`src/rtl/alu_share_arb.sv`:
```
// Four-requester arbiter in front of a shared ALU with a fixed result latency of ALU_LAT cycles.
// Optional build macro ALU_SHARE_ARB_PRIO0_EN gives requester 0 strict priority over 1..3.
module alu_share_arb #(
  parameter int WIDTH   = 64,
  parameter int ALU_LAT = 1
) (
  input  logic               clk,
  input  logic               rst_n,
  input  logic [3:0]         req_valid,
  output logic [3:0]         req_ready,
  input  logic [4*WIDTH-1:0] req_opa,
  input  logic [4*WIDTH-1:0] req_opb,
  input  logic [11:0]        req_op,
  output logic [WIDTH-1:0]   alu_a,
  output logic [WIDTH-1:0]   alu_b,
  output logic [2:0]         alu_ctrl,
  input  logic [WIDTH-1:0]   alu_result,
  output logic               rsp_valid,
  output logic [1:0]         rsp_id,
  output logic [WIDTH-1:0]   rsp_data,
  input  logic               rsp_ready
);

  typedef enum logic [1:0] {IDLE = 2'd0, EXEC = 2'd1, RESP = 2'd2} state_t;

  localparam logic [2:0] LAT_M1 = 3'(ALU_LAT - 1);

  state_t           state_q;
  logic [1:0]       rr_ptr_q;
  logic [1:0]       id_q;
  logic [2:0]       cnt_q;
  logic [WIDTH-1:0] alu_a_q;
  logic [WIDTH-1:0] alu_b_q;
  logic [2:0]       alu_ctrl_q;
  logic             rsp_valid_q;
  logic [WIDTH-1:0] rsp_data_q;
  logic [1:0]       sel;
  logic [1:0]       idx;

  // Walk offsets high to low so the smallest offset from rr_ptr_q wins.
  always_comb begin
    sel = rr_ptr_q;
    idx = rr_ptr_q;
    for (int k = 3; k >= 0; k--) begin
      idx = rr_ptr_q + 2'(k);
      if (req_valid[idx]) sel = idx;
    end
`ifdef ALU_SHARE_ARB_PRIO0_EN
    if (req_valid[0]) sel = 2'd0;
`endif
  end

  // Grant is combinational and suppressed while reset is held.
  always_comb begin
    req_ready = 4'b0000;
    if (rst_n && state_q == IDLE && |req_valid) req_ready[sel] = 1'b1;
  end

  always_ff @(posedge clk or negedge rst_n) begin
    if (!rst_n) begin
      state_q     <= IDLE;
      rr_ptr_q    <= 2'd0;
      id_q        <= 2'd0;
      cnt_q       <= 3'd0;
      alu_a_q     <= '0;
      alu_b_q     <= '0;
      alu_ctrl_q  <= 3'd0;
      rsp_valid_q <= 1'b0;
      rsp_data_q  <= '0;
    end else begin
      case (state_q)
        IDLE: begin
          if (|req_valid) begin
            alu_a_q    <= req_opa[sel*WIDTH +: WIDTH];
            alu_b_q    <= req_opb[sel*WIDTH +: WIDTH];
            alu_ctrl_q <= req_op[sel*3 +: 3];
            id_q       <= sel;
            cnt_q      <= LAT_M1;
            state_q    <= EXEC;
          end
        end
        EXEC: begin
          cnt_q <= cnt_q - 3'd1;
          if (cnt_q == 3'd0) begin
            rsp_data_q  <= alu_result;
            rsp_valid_q <= 1'b1;
            cnt_q       <= 3'd0;
            alu_a_q     <= '0;
            alu_b_q     <= '0;
            alu_ctrl_q  <= 3'd0;
            state_q     <= RESP;
          end
        end
        RESP: begin
          if (rsp_ready) begin
            rsp_valid_q <= 1'b0;
            state_q     <= IDLE;
`ifdef ALU_SHARE_ARB_PRIO0_EN
            if (id_q != 2'd0) rr_ptr_q <= id_q + 2'd1;
`else
            rr_ptr_q <= id_q + 2'd1;
`endif
          end
        end
        default: state_q <= IDLE;
      endcase
    end
  end

  assign alu_a     = alu_a_q;
  assign alu_b     = alu_b_q;
  assign alu_ctrl  = alu_ctrl_q;
  assign rsp_valid = rsp_valid_q;
  assign rsp_id    = id_q;
  assign rsp_data  = rsp_data_q;

endmodule

```
`config.mk`:
```
export PLATFORM = sky130hd
export DESIGN_NAME = alu_share_arb
export DESIGN_NICKNAME = d
export VERILOG_FILES = /design/src/rtl/alu_share_arb.sv
export SDC_FILE = /design/constraint.sdc
export NUM_CORES = 1
export LEC_CHECK = 0
export ABC_AREA = 0
export ABC_CLOCK_PERIOD_IN_PS = 7410
export BUFFER_PORTS_ARGS = -buffer_cell sky130_fd_sc_hd__clkbuf_2
export CAP_MARGIN = 20
export CELL_PAD_IN_SITES_DETAIL_PLACEMENT = 0
export CELL_PAD_IN_SITES_GLOBAL_PLACEMENT = 1
export CORE_AREA = 5 5 309 311
export DETAILED_ROUTE_END_ITERATION = 6
export DIE_AREA = 0 0 314 316
export PLACE_DENSITY_LB_ADDON = 0.15
export SYNTH_ARGS = -nofsm -noshare
export SYNTH_HDL_FRONTEND = slang
export SYNTH_SLANG_ARGS = --single-unit
```
`constraint.sdc`:
```
create_clock -name clk -period 7.41 [get_ports clk]
set_input_delay 1.8525 -clock clk [delete_from_list [all_inputs] [get_ports clk]]
set_output_delay 1.8525 -clock clk [all_outputs]
set_load 0.01 [all_outputs]
```
==> summary.md <==
| Metric | Value |
|---|---|
| Critical-path top delay cell | `nand3_4` |
| Crit Path Max Fanout | `34` |
| Final weighted congestion of routability-driven global placement | `0.844` |
| Synthesized instance count | `975` |
| Category of cells accounting for the largest share of critical-path delay | `simple AND/OR/NAND/NOR gates` |
| Grt met2 use | `22.9%` |
| Clock root cell | `clkbuf_16` |
| GRT Resource Usage Total | `between 10 and 15%` |
| HP Start | `rsp_valid$_DFFE_PN0P_` |
| Number of search-and-repair iterations in the first detailed-routing pass | `7` |
| Type of element launching the critical path | `input port` |
| Number of antenna-violating nets in the routed design | `0` |
| Clock slew at reported path FFs | `0.07 ns` |
| Post-CTS Setup Inserts | `0` |
| Number of enable-type register cells in the synthesized netlist | `0` |
| Top cells by area in the synthesized netlist | `dfrtp_1, a21oi_1, a222oi_1, mux2_2, clkbuf_1` |
| Critical Path Start | `req_valid[3]` |
| Resized Gates After CTS | `0` |
| Failing checks | `DRC` |
| Clock Skews | `0.0224 ns` |
| Clock period minus worst slack | `5.42 ns` |
| Final setup vio count | `0` |
| Vias after detailed routing | `between 10000 and 15000` |
| Number of input and output port buffers inserted | `796` |
| Synthesis Warnings | `0` |
| Number of placement rows | `112` |
| Busiest metal layer after global routing | `met2` |
| Clock tree from TritonCTS | `built` |
| # Max-Cap Violations | `0` |
| Fraction of the cycle the final worst path needs | `about three quarters` |
| Crit path required time | `5.56 ns` |
| Largest stage delay on the critical path | `~0.5 ns` |
| Layout cell share with drive strength beyond 1 | `a little over half` |
| Final net count | `2307` |
| Type of the tightest min-delay check | `reg -> reg` |
| Post-Syn Nets | `between 1500 and 2000` |
| Type of the worst setup path | `in -> out` |
| Dominant synthesized flop cell | `dfrtp_1` |
| Share of the synthesized area in the top cell type | `~50%` |
| Critical Path End Type | `output pin` |
| Via density | `4.07` |
| Core Area | `92500 sq um` |
| Vertical die dimension | `316 um` |
| Hold_buf cts | `0` |
| Power density relative to cell area | `roughly 450 nW/um^2` |
| Cell taking the most area after synthesis | `dfrtp_1` |
| Wire per inst | `approximately 23 um` |
| Synthesis-stage register bit count | `205` |
| Cells along the critical path | `clkbuf_2 > nor2b_1 > o211ai_1 > nand3_4 > and3_1 > clkbuf_2` |
| Iteration-0 DRC Markers | `1016` |
| Worst path bufs/invs | `2` |
| Final HPWL from detailed placement | `51000 um` |
| Leak Pwr | `between 0.007 and 0.008 uW` |
| Wire length reported by the detailed router | `68200 um` |
| Final Hold Viols | `0` |
| Achievable Freq | `185 MHz` |
| Synthesis-to-layout area growth | `63.0%` |
| Global route total overflow | `0` |
| Htree depth | `1` |
| Fraction of the yosys area taken by sequential cells | `51.2%` |
| Effective utilization at floorplan | `10.8%` |
| Area of the die | `99200 sq um` |
| Run status | `finished, violations left` |
| Mean Syn Cell Area | `10.3 sq um` |
| Reg-to-reg startpoint | `rr_ptr_q[0]$_DFFE_PN0P_` |
| Worst vdd rail ir drop | `0.190 mV` |
| Via count of the first global-routing pass | `12658` |
| Number of buffers added by the clock tree synthesis step | `30` |
| Unrepaired setup endpoints after global routing | `false` |
| Largest net degree at the start of global routing | `74` |
| Worst relative slew slack | `32.4%` |
| Pre-CTS worst setup slack | `1.96 ns` |
| Top cell types by occurrence after synthesis | `a21oi_1, dfrtp_1, a222oi_1` |
| I/O pin count | `797` |
| Setup WS post-layout | `between 1.5 and 2 ns` |
| Filler Cell Count | `approximately 10000` |
| Met3 track utilization from global routing | `about 3.6%` |
| Antenna violations before repair | `17` |
| Final Slew Violations | `0` |
| Worst Tran Pin Value | `~1.0 ns` |
| Critical path's most frequent cell | `clkbuf_2` |
| X dimension of the die | `314 um` |
| Met1 Resource Use GR | `between 10% and 20%` |
| Most common cell in the synthesized netlist | `a21oi_1` |
| DRC violation count after routing | `30` |
| Distinct cell type count after synthesis | `35` |
| Num Clock Sinks | `205` |
| Wire length of the first global-routing pass | `93300 um` |
| Number of buffers between clock root and the deepest sink | `3` |
| Post-synthesis async set-or-reset flop share | `100%` |
| Setup TNS after final layout | `0 ns` |
| Endpoint arrival time on the critical path | `3.56 ns` |
| Clk_lat worst skew | `0.59 ns` |
| Netlist Area Pre-Place | `10000 sq um` |
layout make-up:
cell class / instances / area, sq um / area share (%)
Antenna cell: 11 / 27.5 / 0.168
Clock buffer: 48 / 930 / 5.69
Clock inverter: 7 / 88.8 / 0.544
Inverter: 4 / 15.0 / 0.0919
Multi-Input combinational cell: 654 / 4470 / 27.3
Sequential cell: 205 / 5130 / 31.4
Tap cell: 1197 / 1500 / 9.17
Timing Repair Buffer: 817 / 4180 / 25.6
through the flow:
| stage | util [%] | hold WS (ns) | instance area (sq um) | cells | power (uW) |
|---|---|---|---|---|---|
| final | 17.7 | 0.483 | 16300 | 2943 | 7330 |
| after global routing | 17.7 | 0.512 | 16300 | 2941 | 7920 |
| after CTS | 17.6 | 0.499 | 16300 | 2932 | 7560 |
| after detailed placement | 16.5 | 0.483 | 15300 | 2877 | 5980 |
| after global placement | 16.5 | 0.482 | 15300 | 2876 | 5960 |
| after floorplan | - | 0.513 | 10000 | 975 | 4150 |
cell usage in the layout, fill, tap and decap left out, drive strengths merged, types with 3 or more instances in the layout:
cell	Yosys	final
dfrtp	205	205
o211ai	3	3
nor2b	4	4
inv	4	4
nand2b	3	3
clkinv	0	5
a222oi	131	131
o21ai	8	8
buf	37	22
mux2	64	64
nand2	10	10
diode	0	11
clkbuf	75	843
nor2	7	7
a21oi	397	397
and3	4	4
registers in the layout, indices dropped and copies added (netlist names):
register and cells:
state_q 2, cnt_q 3, rsp_id 2, alu_a 64, alu_ctrl 3, alu_b 64, rsp_data 64, rsp_valid 1
rr_ptr_q 2
path summary, 6_finish.rpt:
path | end | slack [ns] | cells after the start
max in group asynchronous | alu_a[48]$_DFFE_PN0P_ | 4.32 | 3
setup / recovery | req_ready[2] | 1.99 | 6
min in group asynchronous | alu_b[0]$_DFFE_PN0P_ | 1.19 | 1
hold / removal | rsp_valid$_DFFE_PN0P_ | 0.48 | 2
hold reg to reg | rsp_valid$_DFFE_PN0P_ | 0.48 | 2
setup reg to reg | alu_b[48]$_DFFE_PN0P_ | 3.81 | 7
cell families (layout without fill, tap and decap cells):
kind of cell	after synthesis	after routing	share of synthesized area, %
other	0	11	0
flip-flops	205	205	51.2
multiplexers	64	64	7.19
buffers and inverters	116	876	4.96
AO/OA/AOI/OAI	552	552	34.7
XOR/XNOR	1	1	0.0874
AND/OR/NAND/NOR	37	37	1.91
where the power goes:
part	internal, uW	switching (uW)
Sequential	1720	345
Clock	919	585
Combinational	1400	2360
tightest hold or removal path, stage by stage, from the launching register on:
cell and delay, ns:
dfrtp_1 0.35, nand2_1 0.05, nand2_1 0.05
per-layer routing:
metal,part of all wire [%],wire length [um]
met1,37,25400
met4,2.7,1830
met5,0.079,54
met3,7.6,5170
met2,52,35700
Power figures use the tool's default switching activity.
